$ cat src/rtl/cpu_types_pkg.sv
// cpu_types_pkg: types shared by the hazard unit and its helpers.
// Scoreboard entries carry a destination field wide enough for any supported
// register file (REG_W up to SB_DEST_W); narrower indices are zero-extended.
package cpu_types_pkg;

  localparam int SB_DEST_W = 8;

  typedef struct packed {
    logic                 v;
    logic [SB_DEST_W-1:0] dest;
    logic                 ld;
  } sb_entry_t;

  typedef enum logic [1:0] {
    BR_NONE = 2'b00,
    BR_EQ   = 2'b01,
    BR_NE   = 2'b10
  } br_type_e;

  typedef enum logic {
    HZ_RUN  = 1'b0,
    HZ_HOLD = 1'b1
  } hz_state_e;

endpackage

$ cat src/rtl/hazard_match.sv
// hazard_match: finds the youngest scoreboard stage writing a given source
// register. Stage 1 is the youngest, so older matches are shadowed.
module hazard_match
  import cpu_types_pkg::*;
#(
  parameter int REG_W = 5,
  parameter int DEPTH = 3,
  parameter int FWD_W = $clog2(DEPTH + 1)
) (
  input  logic [REG_W-1:0] i_src,
  input  logic             i_use,
  input  sb_entry_t        i_sb [1:DEPTH],
  output logic             o_hit,
  output logic [FWD_W-1:0] o_stage,
  output logic             o_ld
);

  logic [SB_DEST_W-1:0] w_srcExt;

  assign w_srcExt = SB_DEST_W'(i_src);

  // Scan oldest to youngest so the last hit written is the youngest producer
  always_comb begin
    o_hit   = 1'b0;
    o_stage = '0;
    o_ld    = 1'b0;
    for (int k = DEPTH; k >= 1; k--) begin
      if (i_use && i_sb[k].v && (i_sb[k].dest == w_srcExt)) begin
        o_hit   = 1'b1;
        o_stage = FWD_W'(k);
        o_ld    = i_sb[k].ld;
      end
    end
  end

endmodule

$ cat src/rtl/hazard_scoreboard.sv
// hazard_scoreboard: tracks in-flight register writes and produces stall,
// hold, forwarding selects and branch/jump redirect for the ID stage.
// Optional macro HAZARD_STATS_EN adds saturating stall/hold/flush counters.
module hazard_scoreboard
  import cpu_types_pkg::*;
#(
  parameter int REG_W    = 5,
  parameter int DEPTH    = 3,
  parameter int LOAD_LAT = 1,
  parameter int FORWARD  = 1,
  parameter int FWD_W    = $clog2(DEPTH + 1)
) (
  input  logic             CLK,
  input  logic             RST,
  input  logic             advance,
  input  logic             dmem_wait,
  input  logic             id_valid,
  input  logic [REG_W-1:0] id_rs,
  input  logic [REG_W-1:0] id_rt,
  input  logic             id_use_rs,
  input  logic             id_use_rt,
  input  logic [REG_W-1:0] id_dest,
  input  logic             id_wen,
  input  logic             id_load,
  input  logic [1:0]       id_br,
  input  logic             id_jump,
  input  logic             id_equal,
  output logic             stall,
  output logic             hold,
  output logic             branch,
  output logic             jump,
  output logic             flush,
  output logic [FWD_W-1:0] fwd_a,
  output logic [FWD_W-1:0] fwd_b
`ifdef HAZARD_STATS_EN
  ,
  output logic [31:0]      stall_cnt,
  output logic [31:0]      hold_cnt,
  output logic [31:0]      flush_cnt
`endif
);

  sb_entry_t        r_sb [1:DEPTH];
  hz_state_e        r_state;
  hz_state_e        w_nextState;
  sb_entry_t        w_newEntry;
  logic             w_hitA, w_hitB, w_ldA, w_ldB;
  logic [FWD_W-1:0] w_stageA, w_stageB;
  logic             w_isBr, w_stall, w_hold, w_branch, w_jump, w_flush;
  logic [FWD_W-1:0] w_fwdA, w_fwdB;

  // A source stalls when its producer cannot supply the value in time
  function automatic logic needStall(input logic hit, input logic [FWD_W-1:0] stg,
                                     input logic ld, input logic isBr);
    logic s;
    s = 1'b0;
    if (hit) begin
      if (FORWARD == 0) s = 1'b1;
      else if (ld && (stg <= FWD_W'(LOAD_LAT))) s = 1'b1;
      if (isBr && ((stg == FWD_W'(1)) || (ld && (stg <= FWD_W'(LOAD_LAT + 1))))) s = 1'b1;
    end
    return s;
  endfunction

  hazard_match #(.REG_W(REG_W), .DEPTH(DEPTH), .FWD_W(FWD_W)) u_matchA (
    .i_src(id_rs), .i_use(id_use_rs), .i_sb(r_sb),
    .o_hit(w_hitA), .o_stage(w_stageA), .o_ld(w_ldA)
  );

  hazard_match #(.REG_W(REG_W), .DEPTH(DEPTH), .FWD_W(FWD_W)) u_matchB (
    .i_src(id_rt), .i_use(id_use_rt), .i_sb(r_sb),
    .o_hit(w_hitB), .o_stage(w_stageB), .o_ld(w_ldB)
  );

  assign w_isBr    = (id_br == BR_EQ) || (id_br == BR_NE);
  assign w_stall   = id_valid & (needStall(w_hitA, w_stageA, w_ldA, w_isBr) |
                                 needStall(w_hitB, w_stageB, w_ldB, w_isBr));
  assign w_hold    = (r_state == HZ_HOLD) | dmem_wait;
  assign w_branch  = !w_stall & id_valid & (((id_br == BR_EQ) & id_equal) |
                                            ((id_br == BR_NE) & !id_equal));
  assign w_jump    = !w_stall & id_valid & id_jump;
  assign w_flush   = (w_branch | w_jump) & advance & !w_hold;
  assign w_fwdA    = ((FORWARD != 0) && !w_stall) ? w_stageA : '0;
  assign w_fwdB    = ((FORWARD != 0) && !w_stall) ? w_stageB : '0;

  assign w_newEntry.v    = id_valid & id_wen & (id_dest != '0);
  assign w_newEntry.dest = SB_DEST_W'(id_dest);
  assign w_newEntry.ld   = id_load;

  // Outputs read as zero for the whole time reset is asserted
  always_comb begin
    stall  = 1'b0;
    hold   = 1'b0;
    branch = 1'b0;
    jump   = 1'b0;
    flush  = 1'b0;
    fwd_a  = '0;
    fwd_b  = '0;
    if (!RST) begin
      stall  = w_stall;
      hold   = w_hold;
      branch = w_branch;
      jump   = w_jump;
      flush  = w_flush;
      fwd_a  = w_fwdA;
      fwd_b  = w_fwdB;
    end
  end

  // Freeze FSM: stay in HOLD while the data memory keeps waiting
  always_comb begin
    w_nextState = r_state;
    case (r_state)
      HZ_RUN:  if (dmem_wait)  w_nextState = HZ_HOLD;
      HZ_HOLD: if (!dmem_wait) w_nextState = HZ_RUN;
      default: w_nextState = HZ_RUN;
    endcase
  end

  // Freeze FSM state register
  always_ff @(posedge CLK or posedge RST) begin
    if (RST) r_state <= HZ_RUN;
    else     r_state <= w_nextState;
  end

  // Scoreboard shifts only when the pipeline moves; a stall shifts in a bubble
  always_ff @(posedge CLK or posedge RST) begin
    if (RST) begin
      for (int k = 1; k <= DEPTH; k++) r_sb[k] <= '0;
    end else if (!w_hold && advance) begin
      for (int k = DEPTH; k >= 2; k--) r_sb[k] <= r_sb[k-1];
      r_sb[1] <= w_stall ? sb_entry_t'('0) : w_newEntry;
    end
  end

`ifdef HAZARD_STATS_EN
  logic [31:0] r_stallCnt, r_holdCnt, r_flushCnt;

  // Saturating event counters for performance monitoring
  always_ff @(posedge CLK or posedge RST) begin
    if (RST) begin
      r_stallCnt <= '0;
      r_holdCnt  <= '0;
      r_flushCnt <= '0;
    end else begin
      if (w_stall && advance && !w_hold && (r_stallCnt != '1)) r_stallCnt <= r_stallCnt + 32'd1;
      if (w_hold && (r_holdCnt != '1))                         r_holdCnt  <= r_holdCnt + 32'd1;
      if (w_flush && (r_flushCnt != '1))                       r_flushCnt <= r_flushCnt + 32'd1;
    end
  end

  assign stall_cnt = r_stallCnt;
  assign hold_cnt  = r_holdCnt;
  assign flush_cnt = r_flushCnt;
`endif

endmodule
$ cat config.mk
export PLATFORM = sky130hd
export DESIGN_NAME = hazard_scoreboard
export DESIGN_NICKNAME = d
export VERILOG_FILES = /design/src/rtl/cpu_types_pkg.sv /design/src/rtl/hazard_match.sv /design/src/rtl/hazard_scoreboard.sv
export SDC_FILE = /design/constraint.sdc
export NUM_CORES = 1
export LEC_CHECK = 0
export ABC_CLOCK_PERIOD_IN_PS = 3900
export BUFFER_PORTS_ARGS = -buffer_cell sky130_fd_sc_hd__buf_4
export CAP_MARGIN = 15
export CORE_MARGIN = 2
export CORE_UTILIZATION = 25
export DETAILED_ROUTE_END_ITERATION = 10
export SETUP_SLACK_MARGIN = 0.1
export SLEW_MARGIN = 20
export SYNTH_ARGS = -nofsm -noshare
export SYNTH_HDL_FRONTEND = slang
export SYNTH_SLANG_ARGS = --single-unit
$ cat constraint.sdc
create_clock -name CLK -period 3.9 [get_ports CLK]
set_input_delay 0.39 -clock CLK [delete_from_list [all_inputs] [get_ports CLK]]
set_output_delay 0.39 -clock CLK [all_outputs]
set_load 0.1 [all_outputs]
==> run_results.csv, run 1 <==
group,metric,value,unit
status,status,"complete, no violations",
finish,fin_nets,234,
cts,postCtsSetupBuffers,0,
power,sw_frac_of_total,35.3,%
logic_synthesis,synth_seq_area_share,37.0,%
place,dp.cells,271,
sta,relSlewSlack,49.6,%
global_routing,antenna_found_initial,0,
logic_synthesis,avgSynthCellArea,8.55,sq um
routing,wirelength,3.70,mm
run,cap_violations,0,
sta,grt_setup_unrepaired,"no",
cts,root_buffer,"clkbuf_8",
setup_path,crit_fanout,10,
sta,finalHoldViolations,0,
logic_synthesis,synth-warning-count,0,
sta,holdWs,0.219,ns
setup_path,arrival,2.35,ns
logic_synthesis,synthTopCellsByArea,"dfrtp_1 (37%), nand2_1 (16%), xor2_1 (11%), xnor2_1 (7.4%), nor4_2 (2.6%)",
global_routing,grt_pass1_wl,6.15,mm
global_routing,grt_max_degree,22,
cts,cts_resized,0,
logic_synthesis,synth_cells,166,
cts,numCtsBuffers,3,
logic_synthesis,synth_common_cells,"nand2_1 (59), dfrtp_1 (21), xor2_1 (18), xnor2_1 (12), o21ai_1 (7)",
floorplan,initial_core_util,25.8,%
power,pwr-share-clk,22.2,%
power,p_int,419,uW
sta,min_period,2.74,ns
finish,drive_above_1_share,25.1,%
global_routing,grt_busiest_layer,"met2",
power,p_leak,0.853,nW
setup_path,timing.rr.end,"r_sb[25]$_DFFE_PP0P_",
sta,setup_viol,0,
global_routing,grt_use_met2,20.3,%
setup_path,endpoint_kind,"output pin",
setup_path,worstSetupStartpointType,"flip-flop",
routing,wl_per_cell,13.5,um
routing,drc,0,
floorplan,coreArea,5510,sq um
finish,synthToLayoutAreaGrowth,28.7,%
floorplan,die-width,79.3,um
logic_synthesis,synth_most_common_cell,"nand2_1",
place,gp_congestion,0.828,
finish,final_util,33.2,%
place,numPortBuffers,36,
finish,design_area,1830,sq um
routing,vias,1243,
power,total_power,648,uW
global_routing,gr-total-overflow,0,
setup_path,timing.reg2reg.setup_slack,1.95,ns
place,dp_hpwl,3.01,mm
floorplan,rows,27,
cts,holdBufCountCts,0,
logic_synthesis,synth_top_area_share,37.0,%
finish,num_antenna_cells,0,
setup_path,critical_path_class,"reg2out",
routing,antenna_left,0,
logic_synthesis,async_flop_share,100,%
global_routing,grt_util_all_layers,12.5,%
setup_path,reg2reg_depth,5,
setup_path,r2r_start,"r_sb[25]$_DFFE_PP0P_",
cts,cts_htree_levels,1,
cts,cts.sinks,21,
logic_synthesis,synthesis.area,1420,sq um
floorplan,die_h,79.3,um
setup_path,max_stage_delay,0.53,ns
sta,worstMarginPinSlew,0.754,ns
cts,tritoncts,"built",
sta,setup_tns,0,ns
power,p_switching,229,uW
logic_synthesis,syn_nets,196,
sta,fin_skew,0.00176,ns
logic_synthesis,synth_area_leader_cell,"dfrtp_1",
power,ir_worst_vdd,131,uV
hold_path,hold_path_class,"in2async",
place,place_area,1780,sq um
logic_synthesis,synth_seq_cells,21,
setup_path,critPathSlowestCell,"nor4_2",
routing,drt-initial-drc-count,76,
logic_synthesis,synth_ff_type,"dfrtp_1",
place,dp_slack,1.26,ns
cts,clockBufferDepth,2,
sta,fmaxAchievable,364,MHz
cts,clock_latency,0.26,ns
finish,finalNonFillerCells,275,
power,combPwrFrac,30.2,%
routing,dr.pass1.iters,4,
power,p_seq_share,47.6,%
routing,vias_per_cell,4.52,
global_routing,met1_usage,16.6,%
floorplan,io_pins,37,
global_routing,grt_pass1_vias,1268,
logic_synthesis,yosys.cell_types.count,29,
logic_synthesis,synth_edf_count,0,
setup_path,crit_chain,"xor2_1 > nor4_2 > a32oi_4 > a21boi_4 > a2111oi_1 > buf_4",
sta,worst_slack,1.16,ns
power,pwr_density_cell,355,nW/um^2
cts,clk_pin_slew_worst_paths,0.07,ns
sta,final.period_utilization,70.4,%
floorplan,die_area,6290,sq um
global_routing,met3_usage,2.61,%
setup_path,required,3.51,ns
sta,slew_viol_final,0,
==> routing by layer <==
metal	routed length [um]	vias up
met5	0	-
met4	42	0
met1	1740	582
met2	1740	28
li1	-	628
met3	177	5
==> worst max-delay path: cells and delay by family (launching register included) <==
family,cells,cell delay (ns)
AOI/OAI and AO/OA,3,0.66
xor gates and xnor gates,1,0.19
buffers and inverters,1,0.27
DFF,1,0.43
and+or+nand+nor,1,0.53
==> how the worst max path moves through the flow <==
stage                         start        to  slack (ns)  depth (start not counted)
4_1_cts        r_sb[25]$_DFFE_PP0P_  fwd_a[1]        1.17                          6
3_3_place_gp               id_br[0]  fwd_a[1]        1.28                          9
6_report       r_sb[25]$_DFFE_PP0P_  fwd_a[1]        1.16                          6
5_1_grt        r_sb[13]$_DFFE_PP0P_  fwd_a[1]        0.95                          5
3_5_place_dp               id_br[0]  fwd_a[1]        1.26                          9
2_1_floorplan              id_br[0]  fwd_a[1]       -1.15                          7
==> kinds of logic (layout without fill, tap and decap cells) <==
logic type               count (synthesis)  count (layout)  synth area share, %
AO/OA/AOI/OAI                           19              19                 12.1
multiplexers                             1               1                0.705
buffers and inverters                    8              45                 2.12
flip-flops                              21              21                 37.0
adder cells (fa/ha/maj)                  2               2                 1.76
XOR/XNOR                                30              30                 18.5
AND/OR/NAND/NOR                         85              85                 27.8
==> flip-flops by register name (all words and copies together), names as in the netlist <==
name	count
r_sb	20
r_state	1
==> layout by cell type (no fill, tap or decap) <==
master and instances:
nand2_1 59, buf_4 37, dfrtp_1 21, xor2_1 18
xnor2_1 12, o21ai_1 7, nor2_1 6, inv_1 4
nor4_2 3, a21oi_1 3, clkbuf_8 3, and3_4 2
nor3b_1 2, nand4_1 2, nand3_1 2, a22oi_1 2
nor3_1 2, a2111oi_1 2, nor3_2 2, ha_1 2
nor2b_1 1, nor4_1 1, a32oi_2 1, nand2b_1 1
a32oi_4 1, a21boi_4 1, and2_1 1, or4_1 1
o2111ai_1 1, mux2i_1 1, a2111oi_2 1, clkbuf_1 1
==> layout make-up <==
class	instances	area, sq um
clock buffers	4	45.0
fillers	591	3680
inverters	4	15.0
multi-input cells	137	873
flip-flops and latches	21	526
well taps	72	90.1
repair buffers	37	278
==> power by group through the flow <==
stage	Combinational [mW]	Clock (mW)	Sequential, mW
floorplan	0.139	0	0.299
detailed placement	0.197	0	0.313
CTS	0.198	0.152	0.309
global route	0.219	0.159	0.315
finish	0.196	0.144	0.309
global placement	0.192	0	0.312
(Power assumes the default switching activity.)
==> run 2: changes to the inputs <==
--- a/config.mk
+++ b/config.mk
@@ -5,7 +5,8 @@
 export SDC_FILE = /design/constraint.sdc
 export NUM_CORES = 1
 export LEC_CHECK = 0
-export ABC_CLOCK_PERIOD_IN_PS = 3900
+export ABC_AREA = 1
+export ABC_CLOCK_PERIOD_IN_PS = 2410
 export BUFFER_PORTS_ARGS = -buffer_cell sky130_fd_sc_hd__buf_4
 export CAP_MARGIN = 15
 export CORE_MARGIN = 2
==> constraint.sdc (replaced) <==
create_clock -name CLK -period 2.41 [get_ports CLK]
set_input_delay 0.241 -clock CLK [delete_from_list [all_inputs] [get_ports CLK]]
set_output_delay 0.241 -clock CLK [all_outputs]
set_load 0.1 [all_outputs]
==> run_results.csv, run 2 <==
group,metric,value,unit
routing,drt-initial-drc-count,92,
logic_synthesis,syn_nets,265,
routing,dr.pass1.iters,4,
setup_path,crit_family,"simple AND/OR/NAND/NOR gates",
logic_synthesis,synth_edf_count,0,
logic_synthesis,synthTopCellsByArea,"dfrtp_1 (34%), nand2_1 (19%), inv_1 (6.5%), nor2_1 (5.8%), o21ai_0 (5.1%)",
routing,drc,0,
setup_path,crit_top_cell,"nand2_4",
finish,final_common_cell,"nand2_1",
setup_path,crit_chain,"inv_1 > nand2_1 > nand2_1 > nor2_1 > nand3_2 > nand2_2 > nand2_4 > nand2_4 > nand2_8 > nand2_4 > nor2_2 > buf_4",
sta,fin_skew,0.00459,ns
sta,final.period_utilization,87.9,%
sta,min_period,2.12,ns
logic_synthesis,synthSimpleGateAreaFrac,40.7,%
global_routing,grt_util_all_layers,12.3,%
finish,synthToLayoutAreaGrowth,27.5,%
floorplan,rows,28,
logic_synthesis,synth_top_area_share,33.5,%
setup_path,max_stage_delay,0.42,ns
global_routing,grt_pass1_wl,6.98,mm
status,status,"complete, no violations",
setup_path,critPathSlowestCell,"dfrtp_1",
power,pwr_density_cell,549,nW/um^2
logic_synthesis,synthesis.area,1570,sq um
setup_path,endpoint_kind,"output pin",
place,numPortBuffers,36,
floorplan,die_h,83.2,um
sta,setup_tns,0,ns
setup_path,cp_num_buf_inv,2,
logic_synthesis,synth_cells,235,
routing,vias,1541,
cts,tritoncts,"built",
logic_synthesis,yosys.cell_types.count,29,
sta,finalHoldViolations,0,
floorplan,coreArea,5990,sq um
setup_path,worstSetupStartpointType,"flip-flop",
logic_synthesis,synth_common_cells,"nand2_1 (79), inv_1 (27), nor2_1 (24), dfrtp_1 (21), o21ai_0 (16)",
routing,vias_per_cell,4.40,
power,total_power,1.10,mW
global_routing,antenna_found_initial,0,
floorplan,io_pins,37,
sta,worstMarginPinSlew,0.335,ns
sta,slew_viol_final,0,
hold_path,hold_path_class,"in2reg",
logic_synthesis,synth_top_family_by_area,"simple AND/OR/NAND/NOR gates",
cts,clk_pin_slew_worst_paths,0.08,ns
run,cap_violations,0,
cts,postCtsSetupBuffers,0,
cts,cts.sinks,21,
sta,fmaxAchievable,472,MHz
logic_synthesis,synth_xor_xnor_area_share,1.68,%
routing,wl_per_cell,11.7,um
setup_path,crit_fanout,8,
setup_path,critical_path_class,"reg2out",
floorplan,initial_core_util,26.1,%
logic_synthesis,synth_seq_area_share,33.5,%
finish,regMostFlops,"r_sb",
global_routing,gr-total-overflow,0,
floorplan,die-width,83.2,um
logic_synthesis,synth-compound-area-share,11.9,%
sta,relSlewSlack,77.4,%
logic_synthesis,synth_fa_ha_area_share,1.60,%
floorplan,die_area,6920,sq um
logic_synthesis,synth_most_common_cell,"nand2_1",
finish,finalNonFillerCells,350,
finish,layout_common_cells,"nand2_1 (79), buf_4 (37), inv_1 (27), nor2_1 (21), dfrtp_1 (21)",
finish,reg.largest.list,"r_sb: 20 flops, r_state: 1 flops",
logic_synthesis,synthMuxAreaShare,0.719,%
finish,drive_above_1_share,28.4,%
cts,clock_latency,0.27,ns
cts,clockBufferDepth,2,
cts,cts_htree_levels,1,
logic_synthesis,async_flop_share,100,%
setup_path,required,2.17,ns
global_routing,grt_max_degree,32,
logic_synthesis,synth_ff_type,"dfrtp_1",
logic_synthesis,synth-warning-count,0,
logic_synthesis,avgSynthCellArea,6.67,sq um
power,ir_worst_vdd,284,uV
power,p_leak,1.03,nW
sta,grt_setup_unrepaired,"no",
cts,root_buffer,"clkbuf_8",
finish,fin_nets,306,
cts,numCtsBuffers,3,
place,gp_congestion,0.893,
global_routing,grt_pass1_vias,1489,
routing,wirelength,4.09,mm
finish,fill_cells,676,
setup_path,arrival,1.88,ns
finish,num_antenna_cells,0,
place,dp_hpwl,3.33,mm
finish,largest_reg_flops,20,
place,dp.cells,345,
logic_synthesis,synth_seq_cells,21,
routing,antenna_left,0,
logic_synthesis,synth_area_leader_cell,"dfrtp_1",
sta,setup_viol,0,
run 2: cell count changes after synthesis, moves of 4 or more:
cell     before  now
nand2_4       0    4
xor2_1       18    2
nand3_1       2   10
xnor2_1      12    1
o21ai_1       7    3
nor2_2        0    9
o21ai_0       0   16
o22ai_1       0    5
nand2_1      59   79
inv_1         4   27
inv_2         0    8
nor2_1        6   24
nand3_2       0    5
run 2: through the flow:
| stage | hold slack (ns) | setup slack (ns) | util, % | area, sq um |
|---|---|---|---|---|
| 3_5_place_dp | 0.188 | 0.577 | 32.3 | 1930 |
| 6_report | 0.0866 | 0.292 | 33.3 | 2000 |
| 2_1_floorplan | 0.258 | 0.313 | - | 1570 |
| 3_3_place_gp | 0.183 | 0.591 | 32.3 | 1930 |
| 5_1_grt | 0.0749 | 0.103 | 33.3 | 2000 |
| 4_1_cts | 0.0753 | 0.274 | 33.3 | 1990 |
run 2: cell families after synthesis:
group                      after synthesis
buffers and inverters                   39
muxes                                    1
and+or+nand+nor                        137
adders and majority gates                2
DFF                                     21
AOI/OAI and AO/OA                       32
xor gates and xnor gates                 3
run 2: routing by layer:
| layer | track usage, % | routed length (um) |
|---|---|---|
| met1 | 16.6 | 2000 |
| met2 | 19.8 | 1860 |
| met3 | 3.18 | 175 |
| met4 | 2.38 | 48 |
| met5 | 0 | 0 |
run 2: worst paths after layout:
check / slack (ns) / to / cells after the start / startpoint
setup / recovery: 0.29 / fwd_b[0] / 12 / r_sb[21]$_DFFE_PP0P_
hold / removal: 0.09 / r_state$_DFF_PP0_ / 1 / dmem_wait
setup reg to reg: 0.95 / r_sb[25]$_DFFE_PP0P_ / 11 / r_sb[21]$_DFFE_PP0P_
hold reg to reg: 0.49 / r_sb[20]$_DFFE_PP0P_ / 2 / r_sb[20]$_DFFE_PP0P_
max in group asynchronous: 1.43 / r_sb[4]$_DFFE_PP0P_ / 4 / RST
min in group asynchronous: 0.47 / r_state$_DFF_PP0_ / 3 / RST
run 2: report_power, final:
part,total (mW),internal (mW),switching (mW)
Clock,0.248,0.117,0.131
Sequential,0.489,0.417,0.0725
Combinational,0.359,0.141,0.219
Total,1.10,0.674,0.422
run 2: layout make-up:
class                   instances  area, sq um  share of cell area (%)
clock buffers                   3         41.3                    2.07
clock inverters                 1         7.51                   0.376
inverters                      36          135                    6.77
multi-input cells             175          895                    44.8
flip-flops and latches         21          526                    26.3
well taps                      75         93.8                    4.70
repair buffers                 39          299                    15.0
run 2: what timing repair did:
action / CTS / global route
hold buffers: 1 / 0
endpoints found under the hold margin: 1 / 0
endpoints found under the setup margin: 0 / 1
resized for setup: 0 / 1
==> run 3: changes to the inputs <==
--- a/config.mk
+++ b/config.mk
@@ -10,8 +10,9 @@
 export BUFFER_PORTS_ARGS = -buffer_cell sky130_fd_sc_hd__buf_4
 export CAP_MARGIN = 15
 export CORE_MARGIN = 2
-export CORE_UTILIZATION = 25
+export CORE_UTILIZATION = 48
 export DETAILED_ROUTE_END_ITERATION = 10
+export PLACE_DENSITY = 0.75
 export SETUP_SLACK_MARGIN = 0.1
 export SLEW_MARGIN = 20
 export SYNTH_ARGS = -nofsm -noshare
==> run_results.csv, run 3 (synthesis results as in run 2) <==
group,metric,value,unit
place,dp.cells,314,
place,place_area,1900,sq um
finish,final_common_cell,"nand2_1",
place,dp_hpwl,3.08,mm
floorplan,die_area,3740,sq um
sta,grt_setup_unrepaired,"no",
routing,wl_per_cell,11.8,um
routing,wirelength,3.77,mm
global_routing,gr-total-overflow,0,
setup_path,worstSetupStartpointType,"flip-flop",
finish,regMostFlops,"r_sb",
routing,antenna_left,0,
cts,root_buffer,"clkbuf_4",
cts,clockBufferDepth,2,
finish,drive_above_1_share,28.4,%
power,pwr_density_cell,527,nW/um^2
floorplan,rows,20,
sta,fmaxAchievable,465,MHz
routing,dr.pass1.iters,4,
floorplan,die-width,61.1,um
finish,fin_nets,306,
cts,cts_htree_levels,1,
hold_path,hold_path_class,"in2reg",
setup_path,required,2.17,ns
setup_path,critical_path_class,"reg2out",
floorplan,die_h,61.1,um
finish,finalNonFillerCells,319,
routing,drc,0,
sta,setup_tns,0,ns
status,status,"complete, no violations",
finish,reg.largest.list,"r_sb: 20 flops, r_state: 1 flops",
floorplan,initial_core_util,50.9,%
cts,numCtsBuffers,3,
place,dp_slack,0.605,ns
finish,layout_common_cells,"nand2_1 (79), buf_4 (36), inv_1 (27), nor2_1 (21), dfrtp_1 (21)",
finish,final_util,63.0,%
place,gp_congestion,0.928,
sta,worstMarginPinSlew,0.285,ns
finish,design_area,1940,sq um
cts,clk_pin_slew_worst_paths,0.13,ns
finish,num_antenna_cells,0,
sta,min_period,2.15,ns
global_routing,grt_pass1_vias,1392,
sta,worst_slack,0.258,ns
sta,holdWs,0.0494,ns
run,cap_violations,0,
finish,synthToLayoutAreaGrowth,23.9,%
global_routing,antenna_found_initial,0,
routing,vias_per_cell,4.81,
sta,setup_viol,0,
cts,tritoncts,"built",
sta,finalHoldViolations,0,
sta,fin_skew,0.0131,ns
cts,clock_latency,0.31,ns
setup_path,arrival,1.91,ns
global_routing,grt_util_all_layers,22.5,%
cts,cts.sinks,21,
sta,slew_viol_final,0,
cts,postCtsSetupBuffers,0,
power,total_power,1.02,mW
global_routing,grt_pass1_wl,6.27,mm
floorplan,io_pins,37,
place,numPortBuffers,36,
sta,final.period_utilization,89.3,%
finish,fill_cells,312,
routing,vias,1533,
power,p_leak,1.03,nW
setup_path,crit_fanout,8,
floorplan,coreArea,3080,sq um
global_routing,grt_max_degree,32,
sta,relSlewSlack,81.0,%
finish,largest_reg_flops,20,
setup_path,endpoint_kind,"output pin",
power,ir_worst_vdd,322,uV
routing,drt-initial-drc-count,75,
## run 3: area by class of cell
cell class | count | area (sq um) | share of cell area (%)
Clock buffer | 3 | 22.5 | 1.16
Clock inverter | 1 | 5.00 | 0.258
Inverter | 36 | 135 | 6.96
Multi-Input combinational cell | 175 | 895 | 46.1
Sequential cell | 21 | 526 | 27.1
Tap cell | 44 | 55.1 | 2.84
Timing Repair Buffer | 39 | 303 | 15.6
## run 3: worst max-delay path: stages (launching register included)
cell	delay, ns
dfrtp_1	0.43
inv_1	0.13
nand2_1	0.06
nand2_1	0.06
nor2_1	0.05
nand3_2	0.10
nand2_2	0.08
nand2_4	0.07
nand2_4	0.07
nand2_8	0.08
nand2_4	0.08
nor2_2	0.10
buf_4	0.29
## run 3: final timing paths
check | slack, ns | to | depth (start not counted) | from
setup / recovery | 0.26 | fwd_a[1] | 12 | r_sb[21]$_DFFE_PP0P_
hold / removal | 0.05 | r_state$_DFF_PP0_ | 1 | dmem_wait
setup reg to reg | 0.96 | r_sb[25]$_DFFE_PP0P_ | 11 | r_sb[14]$_DFFE_PP0P_
hold reg to reg | 0.49 | r_sb[20]$_DFFE_PP0P_ | 2 | r_sb[20]$_DFFE_PP0P_
max in group asynchronous | 1.49 | r_sb[15]$_DFFE_PP0P_ | 4 | RST
min in group asynchronous | 0.42 | r_state$_DFF_PP0_ | 3 | RST
## run 3: layer usage
layer / vias to the layer above / wire [um] / GRT usage (%)
met5: - / 0 / 0
met4: 0 / 11 / 5.59
met3: 2 / 161 / 2.52
met2: 37 / 1700 / 35.7
met1: 680 / 1890 / 32.9
li1: 814 / - / -
## run 3: power breakdown
part           leakage [nW]  switching [mW]  internal (mW)
Sequential            0.269          0.0702          0.417
Combinational         0.745           0.222          0.141
Clock                0.0177           0.111         0.0619
## run 3: what timing repair did
action	CTS	global route
hold buffers	1	0
setup endpoints to repair	0	2
hold endpoints to repair	1	0
resized for setup	0	2
